<file path="src/rtl/layer_pkg.sv">
// Shared layer encodings and key indices for the layer request front end and
// the layer state machine it feeds.
package layer_pkg;

  localparam int NUM_KEYS = 4;
  localparam int KEY_NEXT = 3;

  typedef logic [2:0] layer_t;

  localparam layer_t LAYER_NONE = 3'b000;
  localparam layer_t LAYER_1    = 3'b001;
  localparam layer_t LAYER_2    = 3'b010;
  localparam layer_t LAYER_3    = 3'b100;

  // Anything that is not a legal one-hot layer restarts the rotation at layer 1.
  function automatic layer_t next_layer(input layer_t cur);
    layer_t nxt;
    case (cur)
      LAYER_1: nxt = LAYER_2;
      LAYER_2: nxt = LAYER_3;
      LAYER_3: nxt = LAYER_1;
      default: nxt = LAYER_1;
    endcase
    return nxt;
  endfunction

  function automatic layer_t resolve_request(input logic [NUM_KEYS-1:0] press,
                                             input layer_t              cur);
    layer_t req;
    req = LAYER_NONE;
    if (press[0])             req = LAYER_1;
    else if (press[1])        req = LAYER_2;
    else if (press[2])        req = LAYER_3;
    else if (press[KEY_NEXT]) req = next_layer(cur);
    return req;
  endfunction

endpackage

</file>
<file path="src/rtl/layer_request_encoder_if.sv">
// Key inputs, layer feedback and request outputs of the layer request encoder.
interface layer_request_encoder_if;
  import layer_pkg::*;

  logic [NUM_KEYS-1:0] key_n;
  layer_t              cur_layer;
  layer_t              layer_req;
  logic                req_valid;
  logic [NUM_KEYS-1:0] key_stable;

  modport master (
    output key_n,
    output cur_layer,
    input  layer_req,
    input  req_valid,
    input  key_stable
  );

  modport slave (
    input  key_n,
    input  cur_layer,
    output layer_req,
    output req_valid,
    output key_stable
  );
endinterface

</file>
<file path="src/rtl/key_debounce.sv">
// Synchronizes and debounces one active-low pushbutton; emits a one-cycle
// pulse when a press is accepted.
module key_debounce #(
  parameter int DEBOUNCE_CYCLES = 500000,
  parameter int CNT_W           = $clog2(DEBOUNCE_CYCLES + 1)
) (
  input  logic clk,
  input  logic resetn,
  input  logic key_n,
  output logic stable,
  output logic press
);

  logic             sync1_q, sync2_q;
  logic [CNT_W-1:0] cnt_q, cnt_d;
  logic             stable_q, stable_d;
  logic             press_q, press_d;
  logic             sync_level;

  assign sync_level = ~sync2_q;

  always_comb begin
    cnt_d    = '0;
    stable_d = stable_q;
    if (sync_level != stable_q) begin
      // Accept on the edge where the count would reach DEBOUNCE_CYCLES.
      if (cnt_q == CNT_W'(DEBOUNCE_CYCLES - 1)) begin
        stable_d = sync_level;
      end else begin
        cnt_d = cnt_q + CNT_W'(1);
      end
    end
    press_d = stable_d & ~stable_q;
  end

  always_ff @(posedge clk or negedge resetn) begin
    if (!resetn) begin
      sync1_q  <= 1'b1;
      sync2_q  <= 1'b1;
      cnt_q    <= '0;
      stable_q <= 1'b0;
      press_q  <= 1'b0;
    end else begin
      sync1_q  <= key_n;
      sync2_q  <= sync1_q;
      cnt_q    <= cnt_d;
      stable_q <= stable_d;
      press_q  <= press_d;
    end
  end

  assign stable = stable_q;
  assign press  = press_q;

endmodule

</file>
<file path="src/rtl/layer_request_encoder.sv">
// Turns four raw pushbuttons into a registered one-hot layer request pulse,
// with the next-layer key advancing relative to the fed-back current layer.
module layer_request_encoder
  import layer_pkg::*;
#(
  parameter int DEBOUNCE_CYCLES = 500000,
  parameter int CNT_W           = $clog2(DEBOUNCE_CYCLES + 1)
) (
  input  logic                    clk,
  input  logic                    resetn,
  layer_request_encoder_if.slave  bus
);

  logic [NUM_KEYS-1:0] stable;
  logic [NUM_KEYS-1:0] press;
  layer_t              req_d, req_q;

  generate
    for (genvar gi = 0; gi < NUM_KEYS; gi++) begin : g_key
      key_debounce #(
        .DEBOUNCE_CYCLES (DEBOUNCE_CYCLES),
        .CNT_W           (CNT_W)
      ) u_key_debounce (
        .clk    (clk),
        .resetn (resetn),
        .key_n  (bus.key_n[gi]),
        .stable (stable[gi]),
        .press  (press[gi])
      );
    end
  endgenerate

  // Losing simultaneous presses are dropped, not queued.
  always_comb begin
    req_d = LAYER_NONE;
    req_d = resolve_request(press, bus.cur_layer);
  end

  always_ff @(posedge clk or negedge resetn) begin
    if (!resetn) begin
      req_q <= LAYER_NONE;
    end else begin
      req_q <= req_d;
    end
  end

  assign bus.layer_req  = req_q;
  assign bus.req_valid  = |req_q;
  assign bus.key_stable = stable;

endmodule
</file>
<file path="src/flat_wrapper.sv">
// flat-port wrapper written by rule: the top's interface ports become plain ports
module layer_request_encoder_flat import layer_pkg::*;
#(
  parameter int DEBOUNCE_CYCLES = 500000,
  parameter int CNT_W           = $clog2(DEBOUNCE_CYCLES + 1)
)
  (clk, resetn, bus_key_n, bus_cur_layer, bus_layer_req, bus_req_valid, bus_key_stable);
  layer_request_encoder_if bus_i ();
  input  logic clk;
  input  logic resetn;
  input wire logic [$bits(bus_i.key_n)-1:0] bus_key_n;
  input wire logic [$bits(bus_i.cur_layer)-1:0] bus_cur_layer;
  output wire logic [$bits(bus_i.layer_req)-1:0] bus_layer_req;
  output wire logic [$bits(bus_i.req_valid)-1:0] bus_req_valid;
  output wire logic [$bits(bus_i.key_stable)-1:0] bus_key_stable;
  assign bus_i.key_n = bus_key_n;
  assign bus_i.cur_layer = bus_cur_layer;
  assign bus_layer_req = bus_i.layer_req;
  assign bus_req_valid = bus_i.req_valid;
  assign bus_key_stable = bus_i.key_stable;
  layer_request_encoder #(.DEBOUNCE_CYCLES(DEBOUNCE_CYCLES), .CNT_W(CNT_W)) u_core (.clk(clk), .resetn(resetn), .bus(bus_i));
endmodule
</file>
<file path="config.mk">
export PLATFORM = sky130hd
export DESIGN_NAME = layer_request_encoder_flat
export DESIGN_NICKNAME = d
export VERILOG_FILES = /design/src/rtl/layer_pkg.sv /design/src/rtl/layer_request_encoder_if.sv /design/src/rtl/key_debounce.sv /design/src/rtl/layer_request_encoder.sv /design/src/flat_wrapper.sv
export SDC_FILE = /design/constraint.sdc
export NUM_CORES = 1
export LEC_CHECK = 0
export ABC_AREA = 0
export CAP_MARGIN = 20
export CELL_PAD_IN_SITES_DETAIL_PLACEMENT = 1
export CELL_PAD_IN_SITES_GLOBAL_PLACEMENT = 2
export CORE_MARGIN = 4
export CORE_UTILIZATION = 41
export DETAILED_ROUTE_END_ITERATION = 16
export HOLD_SLACK_MARGIN = 0.02
export PLACE_DENSITY = 0.81
export SLEW_MARGIN = 20
export SYNTH_ARGS = -nofsm -noshare
export SYNTH_HDL_FRONTEND = slang
export SYNTH_SLANG_ARGS = --single-unit
</file>
<file path="constraint.sdc">
create_clock -name clk -period 3.9 [get_ports clk]
set_input_delay 0.78 -clock clk [delete_from_list [all_inputs] [get_ports clk]]
set_output_delay 0.78 -clock clk [all_outputs]
set_load 0.05 [all_outputs]
</file>
After elaboration in Yosys (flattened, before gate mapping)
Index checks and enable logic that the tools add are counted.

storage, ports and cells
  bits in registers = 95
  output and inout bits = 8
  logic and storage cells = 69
  input bits = 9

cells by class
  reductions and logical operators = 1
  equality and inequality tests = 10
  multiplexer cells = 21
  $add $sub $neg = 4
  bitwise logic cells = 12

operators by type and width
  kind                   count
  $mux 19                8
  $add 19x1->19 const B  4
  $eq 19x19->1 const B   4
  $mux 3                 4
  $mux 1                 8
  $not 1->1              8
  $pmux 3 s2             1
  $and 1x1->1            4
  $ne 1x1->1             4
  $eq 3x1->1 const B     1
  $eq 3x2->1 const B     1
  $reduce_or 3->1        1

Depth between registers and ports, before layout
  word-level depth = 6
  depth in mapped cells = 7
  depth with buffers taken out = 5

By module
A second synthesis with hierarchy kept.

second synthesis, totals
  cells, all modules = 454
  area, all modules = 4639.4 um^2

modules (own cells, without submodules)
  module                                              area each (um^2)  cells each  instances  seq. area each (um^2)
  key_debounce at u_core.g_key[0].u_key_debounce ...  1113.6            111         3          578.1
  key_debounce at u_core.g_key[1].u_key_debounce      1141.1            106         1          578.1
  layer_request_encoder                               157.7             15          1          75.1

Least setup slack after synthesis
OpenSTA, ideal clock, no wires.

  path kind = flip-flop to output port
  start = register u_core.req_q[1], in the netlist u_core.bus.layer_req[1]
  end = output port bus_req_valid
  slack = 1.929 ns
  path buffers = 0
  data arrival time = 1.191 ns
  stages on the path, launching flop included = 2
  cell sequence = dfrtp_1 or3_1

between the ends
  cells in the longest elaborated chain, start to end = 1

ends and longest elaborated chain
  item                      line                         text
  start: declaration        layer_request_encoder.sv:16  layer_t req_d, req_q;
  start signal: assignment  layer_request_encoder.sv:43  req_q <= req_d;
  $reduce_or 3->1           layer_request_encoder.sv:48  assign bus.req_valid = |req_q;
  end: declaration          flat_wrapper.sv:14           output wire logic [$bits(bus_i.req_valid)-1:0] bus_req_valid;

No other way between the ends.

Worst setup path after layout
Same ends and word-level chain as after synthesis.

==> out/metrics.yaml <==
status:
  status: "finished clean"
clock_network:
  cts_resized: 0
  clkTransAtPathRegs_ps: 90
  clockBufferDepth: 2
  cts_setup_buffers: 0
  insertion_delay_ps: 370
  cts_tree: "done"
  cts.sinks: 95
  cts_buffers: 9
  h-tree-depth: 3
  hold_buffers: 0
  root_buffer: "clkbuf_8"
die:
  rows: 37
  die_w_um: 112
  die_h_um: 112
  start_util: 0.427
  fp.coreArea_um2: 10500
  die_area_um2: 12600
  ioPinCount: 17
sta:
  rsz0062_at_grt: "no"
  max_freq_ghz: 0.386
  fin_ws_ps: 1310
  finClkSkew_ps: 6.45
  hold_viol_final: 0
  post-route-period-util: 0.664
  setup_tns_ps: 0
  slew_viol_final: 0
  slew_headroom: 0.413
  worstMarginPinSlew_ps: 871
  fin_crit_ps: 2590
  setup_viol: 0
setup_path:
  worstSetupEndpointType: "output pin"
  r2r_cells: 5
  arrival_ps: 1810
  critPathLaunchType: "flip-flop"
  path_max_fanout: 2
  timing.rr.start: "u_core.g_key[1].u_key_debounce.cnt_q[14]"
  rrSetupSlack_ps: 1660
  crit_start: "u_core.bus.layer_req[1]"
  r2r_end: "u_core.g_key[1].u_key_debounce.cnt_q[17]"
  path_class: "reg -> out"
  required_ps: 3120
drt:
  dr.pass1.iters: 4
  vias: 3226
  drt_wl_total_um: 9300
  drtAntennaViolNets: 0
  post-route-drc-count: 0
  viasPerCell: 5.36
  drtIter0Drc: 111
  wire_per_inst_um: 15.4
synth:
  synth-xor-area-share: 0.106
  synth_top_family_by_area: "simple AND/OR/NAND/NOR gates"
  yosysWarnings: 0
  synth-edff-count: 0
  synth_compound_area_frac: 0.0617
  synth_mux_area_frac: 0.00925
  seq_area_frac_synth: 0.535
  synth-simple-area-share: 0.246
  synth_top_cells_by_count: "dfrtp_1 (87), nor2_1 (68), xnor2_1 (40)"
  synth_most_common_cell: "dfrtp_1"
  synth_fa_ha_area_frac: 0.0112
  synth_top_area_frac: 0.488
  avgSynthCellArea_um2: 10.1
  yosys_register_bits: 95
  synth_area_leaders: "dfrtp_1 (49%), xnor2_1 (7.8%), nor2_1 (5.7%), dfstp_2 (4.7%), xor2_1 (2.7%)"
  netlist_area_um2: 4460
  synth_cells: 443
  async_reset_ff_frac: 1.00
  ys_types: 41
  synth_nets: 456
  yosys.area.top_type: "dfrtp_1"
  synth_ff_type: "dfrtp_1"
global_routing:
  grt_pass1_vias: 3353
  antenna_found_initial: 0
  groute.usage.overall: 0.160
  grt_use_met1: 0.211
  grt_use_met3: 0.0410
  overflow: 0
  grt_first_pass_wirelength_um: 16300
  groute.layer.met2.usage: 0.256
  grt_max_degree: 45
  grt.busiest_layer: "met2"
pwr:
  swShare: 0.220
  clock_power_share: 0.389
  p_comb_frac: 0.040
  p_seq_frac: 0.572
  cellPowerDensity_nw_per_um2: 358
  switchingPower_uw: 392
  p_int_mw: 1.39
  p_leak_nw: 1.95
  vdd_drop_max_mv: 0.227
  power_mw: 1.78
placed_design:
  globalplace.congestion: 0.762
  dp_slack_ps: 1630
  dp_hpwl_um: 6560
  port_buffers: 16
  dpl_cell_area_um2: 4760
run:
  maxCapViolCount: 0
worst_hold_path:
  min_from: "u_core.g_key[3].u_key_debounce.sync1_q"
  hold_end: "u_core.g_key[3].u_key_debounce.sync2_q"
  hold_depth: 0
  min_path_type: "reg -> reg"
finish:
  antenna_cells: 0
  fin_nets: 474
  layout-drive-gt1-share: 0.0751
  area_delta_synth_final_pct: 11.3
  final_cell_area_um2: 4970
[cell type report]
cell class              count  area, µm²
clock inverters             4       70.1
flip-flops and latches     95       2390
well taps                 136        170
repair buffers             21        195
clock buffers              12        135
inverters                  18       67.6
fillers                  1194       5500
multi-input cells         316       1940
[routing by layer]
layer | wire length, µm | vias to the layer above
met5 | 0 | -
met1 | 4470 | 1605
li1 | - | 1586
met2 | 4490 | 27
met4 | 116 | 0
met3 | 226 | 8
[metrics by stage]
step	utilization	instances	hold WS (ps)
final	0.475	602	359
after global routing	0.475	602	368
after CTS	0.475	602	362
after detailed placement	0.455	586	348
after global placement	0.455	586	345
after floorplan	-	443	345
[worst max path at each step]
stage,to,cells after the start
after floorplan,bus_req_valid,1
after global placement,u_core.g_key[2].u_key_debounce.cnt_q[6],6
after detailed placement,u_core.g_key[1].u_key_debounce.cnt_q[17],5
after CTS,bus_req_valid,2
after global routing,bus_req_valid,2
final,bus_req_valid,2
[sequential cells by signal, summed over array words and instances (netlist names)]
name,count
u_core.g_key.u_key_debounce.stable,4
u_core.g_key.u_key_debounce.press,4
u_core.g_key.u_key_debounce.sync2_q,4
u_core.bus.layer_req,3
u_core.g_key.u_key_debounce.sync1_q,4
u_core.g_key.u_key_debounce.cnt_q,76
[layout by cell type (no fill, tap or decap), types with 2 or more instances in the layout]
cell | synthesis | final
clkdlybuf4s50_1 | 0 | 15
nor3b_1 | 2 | 2
nor4_1 | 13 | 13
clkbuf_8 | 0 | 9
or4_1 | 11 | 11
ha_1 | 4 | 4
inv_1 | 18 | 18
nor2_1 | 68 | 68
clkbuf_1 | 6 | 3
dfrtp_1 | 87 | 87
nand3b_1 | 2 | 2
and4_1 | 5 | 5
nand4_1 | 17 | 17
nor4b_1 | 2 | 2
mux2i_1 | 3 | 3
nor3_1 | 15 | 15
o21ai_0 | 12 | 12
buf_4 | 4 | 6
and3_1 | 4 | 4
and2_1 | 5 | 5
xnor2_1 | 40 | 40
nand2_1 | 21 | 21
xor2_1 | 14 | 14
bufinv_16 | 0 | 2
a21oi_1 | 19 | 19
nand4_2 | 2 | 2
clkinv_2 | 0 | 2
or3_1 | 13 | 13
o31ai_1 | 10 | 9
nand3_1 | 21 | 21
dfstp_2 | 8 | 8
[critical path: stages (launching register included)]
cell and delay (ps):
dfrtp_1 380, or3_1 360, clkdlybuf4s50_1 700
[cell families after synthesis]
logic type	count (synthesis)
flops	95
mux	4
fa+ha+maj	4
xor+xnor	54
buf+inv	32
compound gates	46
simple gates	208
[power groups by stage]
stage          combinational (mW)  sequential [mW]  clock (mW)
6_report                   0.0703             1.02       0.691
5_1_grt                    0.0823             1.02       0.773
3_5_place_dp               0.0736             1.04           0
4_1_cts                    0.0739             1.02       0.725
2_1_floorplan              0.0316             1.03           0
3_3_place_gp               0.0715             1.03           0
Power figures use the tool's default switching activity.
